`config.mk`:
```
export PLATFORM = sky130hd
export DESIGN_NAME = feedback_scorer
export DESIGN_NICKNAME = d
export VERILOG_FILES = /design/src/rtl/mastermind_pkg.sv /design/src/rtl/peg_packer.sv /design/src/rtl/feedback_scorer.sv
export SDC_FILE = /design/constraint.sdc
export NUM_CORES = 1
export LEC_CHECK = 0
export CORE_ASPECT_RATIO = 0.75
export CORE_MARGIN = 8
export CORE_UTILIZATION = 45
export CTS_CLUSTER_DIAMETER = 30
export DETAILED_ROUTE_END_ITERATION = 10
export GPL_TIMING_DRIVEN = 0
export PLACE_DENSITY = 0.75
export SYNTH_ARGS = -nofsm -noshare
export SYNTH_HDL_FRONTEND = slang
export SYNTH_HIERARCHICAL = 1
export SYNTH_SLANG_ARGS = --single-unit
```
`constraint.sdc`:
```
create_clock -name clk -period 2.3 [get_ports clk]
set_clock_uncertainty 0.1 [all_clocks]
set_input_delay 0.345 -clock clk [delete_from_list [all_inputs] [get_ports clk]]
set_output_delay 0.345 -clock clk [all_outputs]
set_load 0.05 [all_outputs]
```
`src/rtl/mastermind_pkg.sv`:
```
// Shared Mastermind definitions: peg encodings, colour width and the scorer FSM state type.
package mastermind_pkg;

  localparam int COLOR_W = 3;

  localparam logic [1:0] PEG_NONE  = 2'b00;
  localparam logic [1:0] PEG_WHITE = 2'b01;
  localparam logic [1:0] PEG_BLACK = 2'b10;

  typedef enum logic [1:0] {
    IDLE,
    EXACT,
    PARTIAL,
    DONE
  } state_t;

endpackage

```
`src/rtl/peg_packer.sv`:
```
// Packs black/white counts into a position-free peg vector (blacks first, then whites).
// Only built with FEEDBACK_SORTED_EN, the one configuration that instantiates it.
`ifdef FEEDBACK_SORTED_EN
module peg_packer
  import mastermind_pkg::*;
(
  input  logic [2:0] blacks,
  input  logic [2:0] whites,
  output logic [7:0] pegs
);

  logic [2:0] marked;

  always_comb begin
    marked = blacks + whites;
    pegs   = '0;
    for (int unsigned i = 0; i < 4; i++) begin
      if (3'(i) < blacks)      pegs[2*i +: 2] = PEG_BLACK;
      else if (3'(i) < marked) pegs[2*i +: 2] = PEG_WHITE;
      else                     pegs[2*i +: 2] = PEG_NONE;
    end
  end

endmodule
`endif

```
`src/rtl/feedback_scorer.sv`:
```
// Sequential Mastermind scorer: 4-cycle exact pass, 16-cycle pairwise colour pass, one publish cycle.
// Define FEEDBACK_SORTED_EN to report pegs packed (blacks first) instead of per guess slot.
module feedback_scorer
  import mastermind_pkg::*;
#(
  parameter int COLOR_W   = mastermind_pkg::COLOR_W,
  parameter int MAX_TURNS = 8
) (
  input  logic                               clk,
  input  logic                               reset,
  input  logic                               start,
  input  logic                               new_game,
  input  logic [COLOR_W-1:0]                 code0,
  input  logic [COLOR_W-1:0]                 code1,
  input  logic [COLOR_W-1:0]                 code2,
  input  logic [COLOR_W-1:0]                 code3,
  input  logic [COLOR_W-1:0]                 guess0,
  input  logic [COLOR_W-1:0]                 guess1,
  input  logic [COLOR_W-1:0]                 guess2,
  input  logic [COLOR_W-1:0]                 guess3,
  output logic [1:0]                         peg0,
  output logic [1:0]                         peg1,
  output logic [1:0]                         peg2,
  output logic [1:0]                         peg3,
  output logic [2:0]                         blacks,
  output logic [2:0]                         whites,
  output logic                               busy,
  output logic                               done,
  output logic                               win,
  output logic                               game_over,
  output logic [$clog2(MAX_TURNS+1)-1:0]     turn_count
);

  localparam int              TC_W   = $clog2(MAX_TURNS+1);
  localparam logic [TC_W-1:0] TC_MAX = TC_W'(MAX_TURNS);

  state_t             state;
  logic [COLOR_W-1:0] c [4];
  logic [COLOR_W-1:0] g [4];
  logic [3:0]         gm, cm;
  logic [1:0]         slot_peg [4];
  logic [2:0]         b_acc, w_acc;
  logic [3:0]         idx;
  logic [1:0]         pi, pj;
  logic [TC_W-1:0]    tc_next;
  logic [7:0]         packed_pegs;

  always_comb begin
    pi      = idx[3:2];
    pj      = idx[1:0];
    tc_next = (turn_count == TC_MAX) ? turn_count : turn_count + 1'b1;
  end

`ifdef FEEDBACK_SORTED_EN
  peg_packer u_peg_packer (
    .blacks (b_acc),
    .whites (w_acc),
    .pegs   (packed_pegs)
  );
`else
  always_comb packed_pegs = {slot_peg[3], slot_peg[2], slot_peg[1], slot_peg[0]};
`endif

  always_ff @(posedge clk or negedge reset) begin
    if (!reset) begin
      state      <= IDLE;
      idx        <= '0;
      c          <= '{default: '0};
      g          <= '{default: '0};
      gm         <= '0;
      cm         <= '0;
      slot_peg   <= '{default: PEG_NONE};
      b_acc      <= '0;
      w_acc      <= '0;
      {peg3, peg2, peg1, peg0} <= '0;
      blacks     <= '0;
      whites     <= '0;
      busy       <= 1'b0;
      done       <= 1'b0;
      win        <= 1'b0;
      game_over  <= 1'b0;
      turn_count <= '0;
    end else if (new_game) begin
      state      <= IDLE;
      idx        <= '0;
      c          <= '{default: '0};
      g          <= '{default: '0};
      gm         <= '0;
      cm         <= '0;
      slot_peg   <= '{default: PEG_NONE};
      b_acc      <= '0;
      w_acc      <= '0;
      {peg3, peg2, peg1, peg0} <= '0;
      blacks     <= '0;
      whites     <= '0;
      busy       <= 1'b0;
      done       <= 1'b0;
      win        <= 1'b0;
      game_over  <= 1'b0;
      turn_count <= '0;
    end else begin
      case (state)
        IDLE: begin
          done <= 1'b0;
          busy <= 1'b0;
          if (start && !game_over) begin
            c        <= '{code0, code1, code2, code3};
            g        <= '{guess0, guess1, guess2, guess3};
            gm       <= '0;
            cm       <= '0;
            slot_peg <= '{default: PEG_NONE};
            b_acc    <= '0;
            w_acc    <= '0;
            idx      <= '0;
            busy     <= 1'b1;
            state    <= EXACT;
          end
        end
        EXACT: begin
          if (g[pj] == c[pj]) begin
            gm[pj]       <= 1'b1;
            cm[pj]       <= 1'b1;
            slot_peg[pj] <= PEG_BLACK;
            b_acc        <= b_acc + 3'd1;
          end
          if (idx == 4'd3) begin
            idx   <= '0;
            state <= PARTIAL;
          end else begin
            idx <= idx + 4'd1;
          end
        end
        PARTIAL: begin
          // A white hit sets gm[pi], which also blocks any later j for the same guess slot.
          if (!gm[pi] && !cm[pj] && (g[pi] == c[pj])) begin
            gm[pi]       <= 1'b1;
            cm[pj]       <= 1'b1;
            slot_peg[pi] <= PEG_WHITE;
            w_acc        <= w_acc + 3'd1;
          end
          idx <= idx + 4'd1;
          if (idx == 4'd15) state <= DONE;
        end
        DONE: begin
          {peg3, peg2, peg1, peg0} <= packed_pegs;
          blacks     <= b_acc;
          whites     <= w_acc;
          done       <= 1'b1;
          turn_count <= tc_next;
          win        <= (b_acc == 3'd4);
          game_over  <= (b_acc == 3'd4) || (tc_next == TC_MAX);
          state      <= IDLE;
        end
        default: state <= IDLE;
      endcase
    end
  end

endmodule

```
## Word level (Yosys, flattened, before mapping)

Index checks and enable logic that the tools add are counted.

- $add $sub $neg: 4
- Multiply operators: 0
- Div/mod/pow operators: 0
- $lt $le $gt $ge: 8
- Eq/ne operators: 15
- Shift operators: 0
- Mux-type cells: 80
- Bitwise operators: 11
- Reductions and logical operators: 25

Operators with widths:

| operator | number |
|---|---|
| two-way mux 12 bit | 6 |
| two-way mux 4 bit | 12 |
| two-way mux 3 bit | 15 |
| case mux 4 bit (3 select lines) | 3 |
| two-way mux 8 bit | 4 |
| two-way mux 2 bit | 14 |
| case mux 8 bit (3 select lines) | 1 |
| bitwise OR 4 bit | 5 |
| binary-select mux 3 bit (select 2 bit) | 3 |
| != test 3 bit, second input constant | 5 |
| equality test 4 bit, second input constant | 3 |
| two-way mux 1 bit | 12 |
| case mux 3 bit (2 select lines) | 2 |
| AND reduction 3 bit | 3 |
| nonzero test 3 bit | 3 |
| adder 4 x 1 -> 4 bit, second input constant | 2 |
| bitwise AND 4 bit | 2 |
| demux 2 bit (select 2 bit) | 2 |
| inverter 4 bit | 2 |
| case mux 2 bit (4 select lines) | 1 |
| logical AND 1 bit | 7 |
| adder 3 x 1 -> 3 bit, second input constant | 2 |
| equality test 3 bit | 2 |
| >= comparator 3 bit, second input constant | 2 |
| 18 further kinds | 30 |

- Flip-flop bits (word level): 74
- Bits in latches: 0
- Bits in writable memories: 0
- Bits in read-only memories: 0
- Input bits: 28
- Output and inout port bits: 22
- Memories: 0

## Longest topological paths before layout

- Word-level depth: 10
- Depth in mapped cells: 10

## Worst setup path after synthesis

OpenSTA, ideal clock, no wires.

- Path type: register to register
- Start point: register idx[0]
- End point: register slot_peg (netlist bit packed_pegs[2])
- Data arrival time: 2182 ps
- Data required time: 2096 ps
- Slack: -86 ps
- Stages on the path, launching flop included: 8
- Buffers on the path: 2
- Clock period less this slack: 2386 ps
- Cell sequence: dfrtp_1 > buf_6 > mux4_2 > xnor2_2 > a31oi_2 > or3_1 > buf_2 > o311ai_1

- Longest elaborated chain between the ends: 10
- Elaborated cells on any way between the ends: 27

RTL lines:

| item | line | RTL |
|---|---|---|
| start: declaration | feedback_scorer.sv:43 | `logic [3:0] idx;` |
| start signal: assignment | feedback_scorer.sv:130 | `idx <= idx + 4'd1;` |
| start signal: assignment | feedback_scorer.sv:141 | `idx <= idx + 4'd1;` |
| inverter 2 -> 3 bit (not written as such) | feedback_scorer.sv:120, feedback_scorer.sv:123, feedback_scorer.sv:135 |  |
| >= comparator 3 bit (not written as such) or less-than comparator 3 x 1 -> 1 bit (tied branches) | feedback_scorer.sv:123 | `slot_peg[pj] <= PEG_BLACK;` |
| logical AND 1 bit (not written as such) | feedback_scorer.sv:123 |  |
| two-way mux 2 bit (not written as such) | feedback_scorer.sv:123 |  |
| demux 2 bit (select 2 bit) | feedback_scorer.sv:123 |  |
| inverter 4 bit (no source line) | -- |  |
| bitwise AND 4 bit (no source line) | -- |  |
| two-way mux 8 bit | feedback_scorer.sv:120 | `if (g[pj] == c[pj]) begin` |
| case mux 8 bit (3 select lines) | feedback_scorer.sv:102 | `case (state)` |
| two-way mux 8 bit | feedback_scorer.sv:83 | `end else if (new_game) begin` |
| end signal: assignment | feedback_scorer.sv:90 | `slot_peg <= '{default: PEG_NONE};` |
| end signal: assignment | feedback_scorer.sv:111 | `slot_peg <= '{default: PEG_NONE};` |
| end signal: indexed assignment | feedback_scorer.sv:123 |  |
| end: declaration | feedback_scorer.sv:41 | `logic [1:0] slot_peg [4];` |

Parallel ways exist; a longest one is shown, timed or not. The select of a mux whose other input is x is not followed.
A chain may end at the register's enable or synchronous reset.

## Worst setup path in the final report

- Start point: register idx[0]
- End point: register gm[1]

- Longest elaborated chain between the ends: 8
- Elaborated cells on any way between the ends: 26

RTL lines:

| item | line | RTL |
|---|---|---|
| less-than comparator 2 x 3 -> 1 bit (not written as such), or another cell as far along | feedback_scorer.sv:121 | `gm[pj] <= 1'b1;` |
| logical AND 1 bit (not written as such) or binary-select mux 3 bit (select 2 bit) (tied branches) | feedback_scorer.sv:121, feedback_scorer.sv:120, feedback_scorer.sv:135 |  |
| two-way mux 1 bit (not written as such) or two-way mux 3 bit (tied branches) | feedback_scorer.sv:121, feedback_scorer.sv:120, feedback_scorer.sv:135 |  |
| demux 1 bit (select 2 bit) or two-way mux 3 bit (tied branches) | feedback_scorer.sv:121, feedback_scorer.sv:120, feedback_scorer.sv:135 |  |
| bitwise OR 4 bit (no source line) or equality test 3 bit (tied branches) | -- |  |
| two-way mux 4 bit or logical AND 1 bit (tied branches) | feedback_scorer.sv:120, feedback_scorer.sv:135 |  |
| case mux 4 bit (3 select lines) or != test 3 bit (tied branches) | -- |  |
| two-way mux 4 bit or AND reduction 4 bit (tied branches) | -- |  |
| end signal: assignment | feedback_scorer.sv:88 | `gm <= '0;` |
| end signal: assignment | feedback_scorer.sv:109 | `gm <= '0;` |
| end signal: indexed assignment | feedback_scorer.sv:121 |  |
| end: declaration | feedback_scorer.sv:40 | `logic [3:0] gm, cm;` |

Parallel ways exist; a longest one is shown, timed or not. The select of a mux whose other input is x is not followed.

==> summary.md <==
| Metric | Value |
|---|---|
| Number of buffers inserted by port buffering | `49` |
| Wire length of the first global-routing pass | `16.3 mm` |
| Final Critical Period | `2510 ps` |
| Unique cell type count in the Yosys netlist | `52` |
| Met2 Routed Length | `5.02 mm` |
| Ant. Diodes | `0` |
| Synth Net Count | `388` |
| Power Total | `0.00503 W` |
| Slowest Stage Delay on Critical Path | `610 ps` |
| Async S/R FF share, synth | `1.00` |
| First-pass iteration count of the detailed router | `5` |
| Top cells by area in the synthesized netlist | `sky130_fd_sc_hd__dfrtp_1 (48%), sky130_fd_sc_hd__mux4_2 (6.4%), sky130_fd_sc_hd__a22o_1 (5.6%)` |
| Slowest stage cell on the critical path | `sky130_fd_sc_hd__mux4_2` |
| Vias after detailed routing | `3203` |
| Maximum clock path buffer count | `2` |
| Outcome | `finished, violations left` |
| Tot GR Track Use | `0.175` |
| Final slew viol count | `0` |
| Max IR drop VDD | `0.591 mV` |
| Count of state elements after synthesis | `74` |
| Clk_lat worst skew | `330 ps` |
| Highest metal used | `met4` |
| Clock buffers created by TritonCTS | `9` |
| Filler Cell Count | `632` |
| CP most frequent cell | `sky130_fd_sc_hd__buf_6` |
| Storage cell area | `1850 µm²` |
| Yosys warnings | `6` |
| Core area | `8420 µm²` |
| Most common flop cell mapped by yosys | `sky130_fd_sc_hd__dfrtp_1` |
| Depth of the CTS H-tree | `3` |
| Final cycle utilization of the critical path | `1.09` |
| Total length of routed wires | `10.4 mm` |
| Residual DRC | `0` |
| Multi-input gate area | `2210 µm²` |
| Via density per instance | `5.98` |
| Final hold slack | `375 ps` |
| Top library cells by usage in the layout, fill and taps aside | `sky130_fd_sc_hd__dfrtp_1 (73), sky130_fd_sc_hd__clkdlybuf4s50_1 (48), sky130_fd_sc_hd__nor2_1 (32), sky130_fd_sc_hd__a22o_1 (25), sky130_fd_sc_hd__mux2i_1 (20)` |
| Via count of the first global-routing pass | `3253` |
| Hold Violations, Final | `0` |
| Total met3 wirelength after detailed routing | `520 µm` |
| Worst slew slack as a fraction of its limit | `0.506` |
| Number of top-level pins | `50` |
| # rows | `29` |
| Post-placement worst setup slack | `-480 ps` |
| Max Fclk | `398 MHz` |
| Sink count of the clock tree | `74` |
| Layout area overhead | `38.6%` |
| Horizontal extent of the die | `123 µm` |
| WS Path Type | `flop to flop` |
| Max-cap violations | `0` |
| Sequential area share after synthesis | `0.477` |
| Failing checks | `negative setup slack` |
| Gate family responsible for the most delay along the worst path | `compound AO/OA/AOI/OAI gates` |
| Number of instances in the synthesized netlist | `347` |
| Power per cell area | `935 nW/µm²` |
| Number of enable-type register cells in the synthesized netlist | `0` |
| Required time of the critical path | `2450 ps` |
| Buffers and inverters on the worst path | `2` |
| WL per Instance | `19.4 µm` |
| Share of Yosys cell area claimed by the top area cell type | `0.477` |
| Class of the tightest hold or removal check | `flop to flop` |
| Post-DRT Antenna Nets | `0` |
| Routability Congestion | `0.904` |
| Dominant cell type by area after synthesis | `sky130_fd_sc_hd__dfrtp_1` |
| Global route overflow | `0` |
| Area of the die | `11900 µm²` |
| Critical-path maximum fanout | `7` |
| # setup viols final | `21` |
| Critical path, cell by cell | `buf_6, mux4_2, xnor2_2, a41oi_2, buf_6, a2111oi_1, a2bb2oi_1` |
| Clk Tree Root Cell | `sky130_fd_sc_hd__clkbuf_16` |
| Most common cell after layout, fill and taps aside | `sky130_fd_sc_hd__dfrtp_1` |
| DRC marker count from the first detailed-route iteration | `114` |
| Ratio of cells with drive above 1 in the final layout | `0.222` |
| Effective utilization at floorplan | `0.461` |
| Die height | `96.5 µm` |
| Worst slew pin tran | `740 ps` |
| Arrival time of data at the critical path endpoint | `2670 ps` |
| Post-DP Area | `4560 µm²` |
| Post-route design area | `5380 µm²` |
| Final nets | `464` |
| Detailed placement HPWL | `6.84 mm` |
| Nature of the critical path startpoint | `flop` |
| Number of antenna violations at the first check in global routing | `0` |
| Maximum number of pins on one net before global-route repair | `39` |
| Lkg Pwr | `2.15 nW` |
| Final worst setup slack | `-215 ps` |
| Clock tree from TritonCTS | `done` |
| Avg Synthesized Cell Area | `11.2 µm²` |
| Unrepaired setup endpoints after global routing | `true` |
| Sort of element at the end of the critical path | `flop` |
| Met1 Routed Length | `4.73 mm` |
| Clock-pin slew on the worst setup and hold paths | `60 ps` |
| Syn Std Cell Area | `3880 µm²` |
-- per-stage QoR --
stage               utilization  std cells  setup TNS [ps]
floorplan                     -        347           -93.4
global placement          0.540        504         -134150
detailed placement        0.542        505          -10850
CTS                       0.614        533           -2070
global route              0.639        536           -5260
finish                    0.639        536           -3480
-- per-layer routing --
metal  GRT usage  up-vias
li1            -     1460
met4      0.0749        0
met2       0.278       95
met5           0        -
met1       0.228     1632
met3      0.0395       16
-- sequential cells by signal, indices dropped and copies added (netlist names), 4 cells and up --
name and count:
packed_pegs 8, c 12, g 12, cm 4, idx 4, turn_count 4
gm 4
-- cells in the mapped netlist, drive strengths merged, types with 2 or more instances --
library cell and n:
nor4 8, a22o 25, xor2 2, xnor2 7
o311ai 5, o21bai 2, o21ai 8, nand2b 6
clkbuf 19, nor3 3, nor2b 3, a2bb2oi 8
a21oi 9, nor2 32, dfrtp 74, ha 13
o31ai 9, inv 18, a2111oi 2, o211ai 10
nand3 13, mux4 11, buf 6, a41oi 2
mux2i 20, o2bb2ai 2, nand2 10
-- report_power, final --
group          internal, W  switching [W]
registers          0.00146       0.000139
logic             0.000909        0.00118
clock network     0.000814       0.000528
-- layout make-up --
type | count | area share
Buffer | 21 | 0.0242
Clock buffer | 12 | 0.0495
Clock inverter | 4 | 0.00465
Inverter | 18 | 0.0126
Multi-Input combinational cell | 230 | 0.410
Sequential cell | 74 | 0.344
Tap cell | 108 | 0.0251
Timing Repair Buffer | 69 | 0.130
-- worst reg2reg max path: cells and delay by family, from the launching register on --
family          cells  cell delay [ps]
compound gates      3              780
xor+xnor            1              210
buf+inv             2              370
flops               1              360
mux                 1              620
-- path summary, 6_finish.rpt --
kind / start / to / slack, ps / cells after the start
max: idx[0]$_DFFE_PN0P_ / gm[1]$_DFFE_PN0P_ / -210 / 7
min in group asynchronous: reset / peg2[0]$_DFFE_PN0P_ / 430 / 2
min reg2reg: busy$_DFFE_PN0P_ / busy$_DFFE_PN0P_ / 380 / 1
min: busy$_DFFE_PN0P_ / busy$_DFFE_PN0P_ / 380 / 1
max in group asynchronous: reset / b_acc[2]$_DFFE_PN0P_ / 1110 / 3
max reg2reg: idx[0]$_DFFE_PN0P_ / gm[1]$_DFFE_PN0P_ / -210 / 7
-- cells by family (layout without fill, tap and decap cells) --
| group | Yosys count | after routing | share of synthesized area |
|---|---|---|---|
| compound gates | 92 | 92 | 0.184 |
| xor+xnor | 9 | 9 | 0.0261 |
| fa+ha+maj | 13 | 13 | 0.0419 |
| buf+inv | 43 | 124 | 0.0448 |
| flops | 74 | 74 | 0.477 |
| mux | 32 | 32 | 0.118 |
| simple gates | 84 | 84 | 0.108 |
-- timing repair --
item | in CTS | in global routing
endpoints found under the setup margin | 22 | 25
buffers inserted | 13 | 3
cloned | 1 | 1
gates resized for setup | 42 | 30
hold buffers | 1 | 0
pin swaps | 22 | 17
hold endpoints to repair | 37 | 0
No activity file was read; power rests on OpenSTA's default activity.
